==> config.mk <==
export PLATFORM = sky130hd
export DESIGN_NAME = hazard_unit
export DESIGN_NICKNAME = d
export VERILOG_FILES = /design/src/rtl/hazard_unit_pkg.sv /design/src/rtl/hazard_unit_fwd_match.sv /design/src/rtl/hazard_unit.sv
export SDC_FILE = /design/constraint.sdc
export NUM_CORES = 1
export LEC_CHECK = 0
export BUFFER_PORTS_ARGS = -buffer_cell sky130_fd_sc_hd__buf_2
export CAP_MARGIN = 20
export CORE_MARGIN = 10
export CORE_UTILIZATION = 31
export CTS_CLUSTER_SIZE = 25
export DETAILED_ROUTE_END_ITERATION = 7
export PLACE_DENSITY = 0.53
export SLEW_MARGIN = 40
export SYNTH_ARGS = -nofsm -noshare
export SYNTH_HDL_FRONTEND = slang
export SYNTH_SLANG_ARGS = --single-unit
==> constraint.sdc <==
create_clock -name clk -period 2.6 [get_ports clk]
set_input_delay 0.39 -clock clk [delete_from_list [all_inputs] [get_ports clk]]
set_output_delay 0.39 -clock clk [all_outputs]
set_load 0.02 [all_outputs]
==> src/rtl/hazard_unit_pkg.sv <==
// Shared constants for the decode-side hazard/forwarding controller.
package hazard_unit_pkg;
  localparam int unsigned AW_DEF       = 5;
  localparam int unsigned NFWD_DEF     = 2;
  localparam int unsigned LOAD_LAT_DEF = 1;
  localparam int unsigned CNT_W_DEF    = 32;

  // x0 is hardwired zero: never tracked, never forwarded.
  localparam int unsigned REG_X0   = 0;
  // All-zero forward select means "take the register file value".
  localparam int unsigned FWD_NONE = 0;
endpackage

==> src/rtl/hazard_unit_fwd_match.sv <==
// Compares one decode operand against the in-flight writer tracker.
// Youngest (lowest index) writer wins.
module hazard_unit_fwd_match
  import hazard_unit_pkg::*;
#(
  parameter int unsigned AW   = AW_DEF,
  parameter int unsigned NFWD = NFWD_DEF
) (
  input  logic [NFWD-1:0]         vld,
  input  logic [NFWD-1:0][AW-1:0] wa,
  input  logic [NFWD-1:0]         ld,
  input  logic [AW-1:0]           ra,
  input  logic                    en,
  output logic                    hit_c,
  output logic [NFWD-1:0]         sel_c,
  output logic                    is_load_c
);

  // Scan oldest to youngest so the youngest match is the last assignment.
  always_comb begin
    hit_c     = 1'b0;
    sel_c     = NFWD'(FWD_NONE);
    is_load_c = 1'b0;
    if (en && (ra != AW'(REG_X0))) begin
      for (int j = int'(NFWD) - 1; j >= 0; j--) begin
        if (vld[j] && (wa[j] == ra)) begin
          hit_c     = 1'b1;
          sel_c     = NFWD'(1) << j;
          is_load_c = ld[j];
        end
      end
    end
  end

endmodule

==> src/rtl/hazard_unit.sv <==
// Hazard and forwarding controller: writer tracker, load-use stall,
// redirect flush, registered EX forward selects and saturating counters.
module hazard_unit
  import hazard_unit_pkg::*;
#(
  parameter int unsigned AW       = AW_DEF,
  parameter int unsigned NFWD     = NFWD_DEF,
  parameter int unsigned LOAD_LAT = LOAD_LAT_DEF,
  parameter int unsigned CNT_W    = CNT_W_DEF
) (
  input  logic             clk,
  input  logic             rst,
  input  logic             id_valid,
  input  logic [AW-1:0]    id_ra1,
  input  logic [AW-1:0]    id_ra2,
  input  logic             id_use1,
  input  logic             id_use2,
  input  logic             id_regwen,
  input  logic [AW-1:0]    id_wa,
  input  logic             id_is_load,
  input  logic             ex_redirect,
  output logic             stall,
  output logic             flush_fd,
  output logic             flush_de,
  output logic [NFWD-1:0]  fwd_sel_a,
  output logic [NFWD-1:0]  fwd_sel_b,
  output logic [CNT_W-1:0] stall_cnt,
  output logic [CNT_W-1:0] flush_cnt
);

  // Tracker indices below LOAD_LAT cannot yet supply load data.
  localparam logic [NFWD-1:0] LL_MASK = NFWD'((32'd1 << LOAD_LAT) - 32'd1);

  logic [NFWD-1:0]         trk_vld;
  logic [NFWD-1:0]         trk_ld;
  logic [NFWD-1:0][AW-1:0] trk_wa;

  logic            hit_a_c, hit_b_c, ld_a_c, ld_b_c;
  logic [NFWD-1:0] sel_a_c, sel_b_c;
  logic            ld_use_c, bubble_c, new_vld_c, issue_c;

  hazard_unit_fwd_match #(.AW(AW), .NFWD(NFWD)) u_match_a (
    .vld(trk_vld), .wa(trk_wa), .ld(trk_ld), .ra(id_ra1), .en(id_use1),
    .hit_c(hit_a_c), .sel_c(sel_a_c), .is_load_c(ld_a_c)
  );

  hazard_unit_fwd_match #(.AW(AW), .NFWD(NFWD)) u_match_b (
    .vld(trk_vld), .wa(trk_wa), .ld(trk_ld), .ra(id_ra2), .en(id_use2),
    .hit_c(hit_b_c), .sel_c(sel_b_c), .is_load_c(ld_b_c)
  );

  assign ld_use_c  = (hit_a_c && ld_a_c && ((sel_a_c & LL_MASK) != '0)) ||
                     (hit_b_c && ld_b_c && ((sel_b_c & LL_MASK) != '0));
  // Redirect outranks stall.
  assign stall     = id_valid && !ex_redirect && ld_use_c;
  assign flush_fd  = ex_redirect;
  assign flush_de  = ex_redirect;
  assign bubble_c  = stall || ex_redirect;
  assign issue_c   = id_valid && !bubble_c;
  assign new_vld_c = id_valid && id_regwen && (id_wa != AW'(REG_X0));

  always_ff @(posedge clk) begin
    if (rst) begin
      trk_vld   <= '0;
      trk_ld    <= '0;
      trk_wa    <= '0;
      fwd_sel_a <= NFWD'(FWD_NONE);
      fwd_sel_b <= NFWD'(FWD_NONE);
      stall_cnt <= '0;
      flush_cnt <= '0;
    end else begin
      for (int k = int'(NFWD) - 1; k > 0; k--) begin
        trk_vld[k] <= trk_vld[k-1];
        trk_ld[k]  <= trk_ld[k-1];
        trk_wa[k]  <= trk_wa[k-1];
      end
      trk_vld[0] <= new_vld_c && !bubble_c;
      trk_ld[0]  <= id_is_load;
      trk_wa[0]  <= id_wa;

      fwd_sel_a <= issue_c ? sel_a_c : NFWD'(FWD_NONE);
      fwd_sel_b <= issue_c ? sel_b_c : NFWD'(FWD_NONE);

      if (stall && (stall_cnt != {CNT_W{1'b1}}))
        stall_cnt <= stall_cnt + CNT_W'(1);
      if (ex_redirect && (flush_cnt != {CNT_W{1'b1}}))
        flush_cnt <= flush_cnt + CNT_W'(1);
    end
  end

endmodule

==> flow_summary.toml <==
[finish]
diodes = 0
syn2layout_area_growth_pct = 25.5
layout_commonest_cell = "buf_2"
final_cell_mix = "93 x buf_2, 81 x dfxtp_1, 50 x nor2_1"
post_route_cells_drive_above_1_share_pct = 23.8
nets = 583
fillCellCount = 1312
fin_area_mm2 = 0.00502

[global_routing]
grt_pass1_vias = 3637
grt_overflow = 0
grt_pass1_wl_um = 18700
groute.usage.overall_pct = 12.7
antenna_found_initial = 0
grt_max_degree = 44

[setup_path]
r2r_cells = 7
slowest_stage = "nor4_4"
cp-start-kind = "register"
cp_cell_sequence = "xnor2_1 -> nand4_1 -> nor4_4 -> o21ai_2 -> buf_12 -> or4_1 -> a21oi_1"
crit_fanout = 24
required_ns = 2.87
critPathKind = "register to register"
setup.worst_path.end_class = "register"
critical_path_arrival_ns = 2.67
critical-path-max-stage-delay_ns = 0.62

[sta]
period_needed_ns = 2.40
hold_viol = 0
fin_crit_sh_pct = 92.3
rsz0062_at_grt = "false"
setup_viol = 0
worstMarginPinSlew_ns = 0.613
slew_headroom_pct = 58.8
drv_slew = 0
skew_ns = 0.00772
fmax_ghz = 0.417
tns_ns = 0

[die]
die_area_mm2 = 0.0179
die_w_um = 134
row_count = 41
start_util_pct = 31.7
die_y_um = 134
coreArea_mm2 = 0.0126
ios = 94

[placement]
gp_congestion = 0.839
placed_cell_area_mm2 = 0.00470
place_hpwl_um = 8420
portBuffers = 93

[yosys]
ys_seq_area_share_pct = 40.5
synth-edff-count = 0
yosysTopAreaCell = "dfxtp_1"
avgSynthCellArea_um2 = 8.68
synth_top_area_share_pct = 40.5
synth_nets = 486
ys_ff_latch = 81
synth_top_family_by_area = "simple AND/OR/NAND/NOR gates"
synth-simple-area-share_pct = 30.1
netlist_instances = 461
synth_cell_types = 49
synthMuxAreaShare_pct = 1.88
synth_xor_area_share_pct = 10.9
yosys.area_share.adder_pct = 0.625
async_reset_ff_share_pct = 0
synthFlopType = "dfxtp_1"
mappedNetlistArea_mm2 = 0.00400
ys.warnings.count = 0
synth.area.top_cells = "dfxtp_1 41%, xnor2_1 7.2%, nor2_1 4.7%, xor2_1 3.7%, a21oi_1 3.4%"
synth_compound_area_share_pct = 12.3

[min_path]
hold_depth = 2
hp-class = "primary input to register"

[drt]
top_layer_used = "met4"
first_pass_iters = 4
wl_met2_um = 5320
wl_per_cell_um = 15.1
wl_met1_um = 5110
num_vias = 3653
wl_met3_um = 566
postRouteAntennaNets = 0
wl_um = 11100
drc_errors = 0
viasPerCell = 4.97
first_iter_violations = 199

[clock_network]
insertion_delay_ns = 0.34
cts_tree = "done"
cts-root-buf = "clkbuf_16"
postCtsHoldBufs = 0
cts_max_path_buffers = 2
post-cts-setup-buffers = 0
htreeDepth = 3
clock_sinks = 81
cts_made_buffers = 9
clk_transition_reported_paths_ns = 0.06

[power]
powerDensity_mw_per_mm2 = 554
pwr-share-comb_pct = 4.7
pwr-share-clk_pct = 49.8
swShare_pct = 21.9
p_sw_w = 0.000610
p_leak_nw = 1.93
p_int_w = 0.00217
vdd_drop_max_uv = 263
p_seq_share_pct = 45.5

[job]
max_cap_viol_count = 0

[run_status]
status = "finished, final reports clean"
cell usage after synthesis (4+ instances only):
master,instances
inv_1,11
nand2_1,25
xor2_1,17
and3_1,9
nand4_1,15
buf_2,4
and4_1,8
nor3_1,15
clkbuf_1,13
nor2_1,50
o21ai_1,11
xnor2_1,33
o2111ai_1,5
nor2b_1,15
or3_1,18
dfxtp_1,81
nor4_1,10
or4_1,12
o31ai_1,9
a21oi_1,27
o21ai_0,7
nand3_1,23
per-stage QoR:
stage	utilization, %	setup slack [ns]	hold slack (ns)	total power (W)	cells
after detailed placement	37.2	0.0209	0.476	0.00143	719
final	39.8	0.201	0.285	0.00278	735
after global placement	37.2	0.119	0.475	0.00142	719
after floorplan	-	0.300	0.423	0.00137	461
after CTS	39.8	0.178	0.272	0.00284	735
after global routing	39.8	0.00860	0.302	0.00289	735
timing repair:
| item | in CTS | in global routing |
|---|---|---|
| hold endpoints to repair | 0 | 0 |
| gates resized for setup | 0 | 1 |
| setup endpoints to repair | 0 | 1 |
registers in the layout, indices dropped and copies added (netlist names):
signal     cells
trk_vld        2
trk_ld         1
trk_wa        10
stall_cnt     32
fwd_sel_b      2
flush_cnt     32
fwd_sel_a      2
power groups by stage:
stage                     Clock [W]  Combinational, W  Sequential [W]
after detailed placement          0          0.000133         0.00130
after global routing        0.00147          0.000145         0.00127
after CTS                   0.00144          0.000133         0.00127
final                       0.00139          0.000131         0.00127
after floorplan                   0         0.0000738         0.00130
after global placement            0          0.000130         0.00130
kinds of logic (layout without fill, tap and decap cells):
group	count (synthesis)	in the layout
buffers and inverters	32	134
XOR/XNOR	50	50
AND/OR/NAND/NOR	216	216
AO/OA/AOI/OAI	73	73
flip-flops	81	81
adder cells (fa/ha/maj)	2	2
multiplexers	7	7
worst max-delay path, delay by kind of cell (launching register included):
family / cells / cell delay (ns)
compound gates: 2 / 0.31
xor+xnor: 1 / 0.16
buf+inv: 1 / 0.18
flops: 1 / 0.40
simple gates: 3 / 1.29
metal layers:
layer	GRT usage [%]	vias up
met2	19.9	77
li1	-	1874
met4	5.32	0
met5	0	-
met1	15.8	1694
met3	3.61	8
path summary, 6_finish.rpt:
check	slack [ns]	from	to
hold / removal	0.28	id_is_load	trk_ld[0]
setup / recovery	0.20	trk_wa[3]	stall_cnt[13]
setup reg to reg	0.20	trk_wa[3]	stall_cnt[13]
hold reg to reg	0.48	trk_ld[0]	fwd_sel_a[0]
cell type report:
type	count	area (um2)	area share [%]
Timing Repair Buffer	107	583	11.6
Clock inverter	5	78.8	1.57
Clock buffer	11	243	4.83
Tap cell	172	215	4.28
Multi-Input combinational cell	348	2240	44.6
Sequential cell	81	1620	32.3
Inverter	11	41.3	0.822
Power figures use the tool's default switching activity.
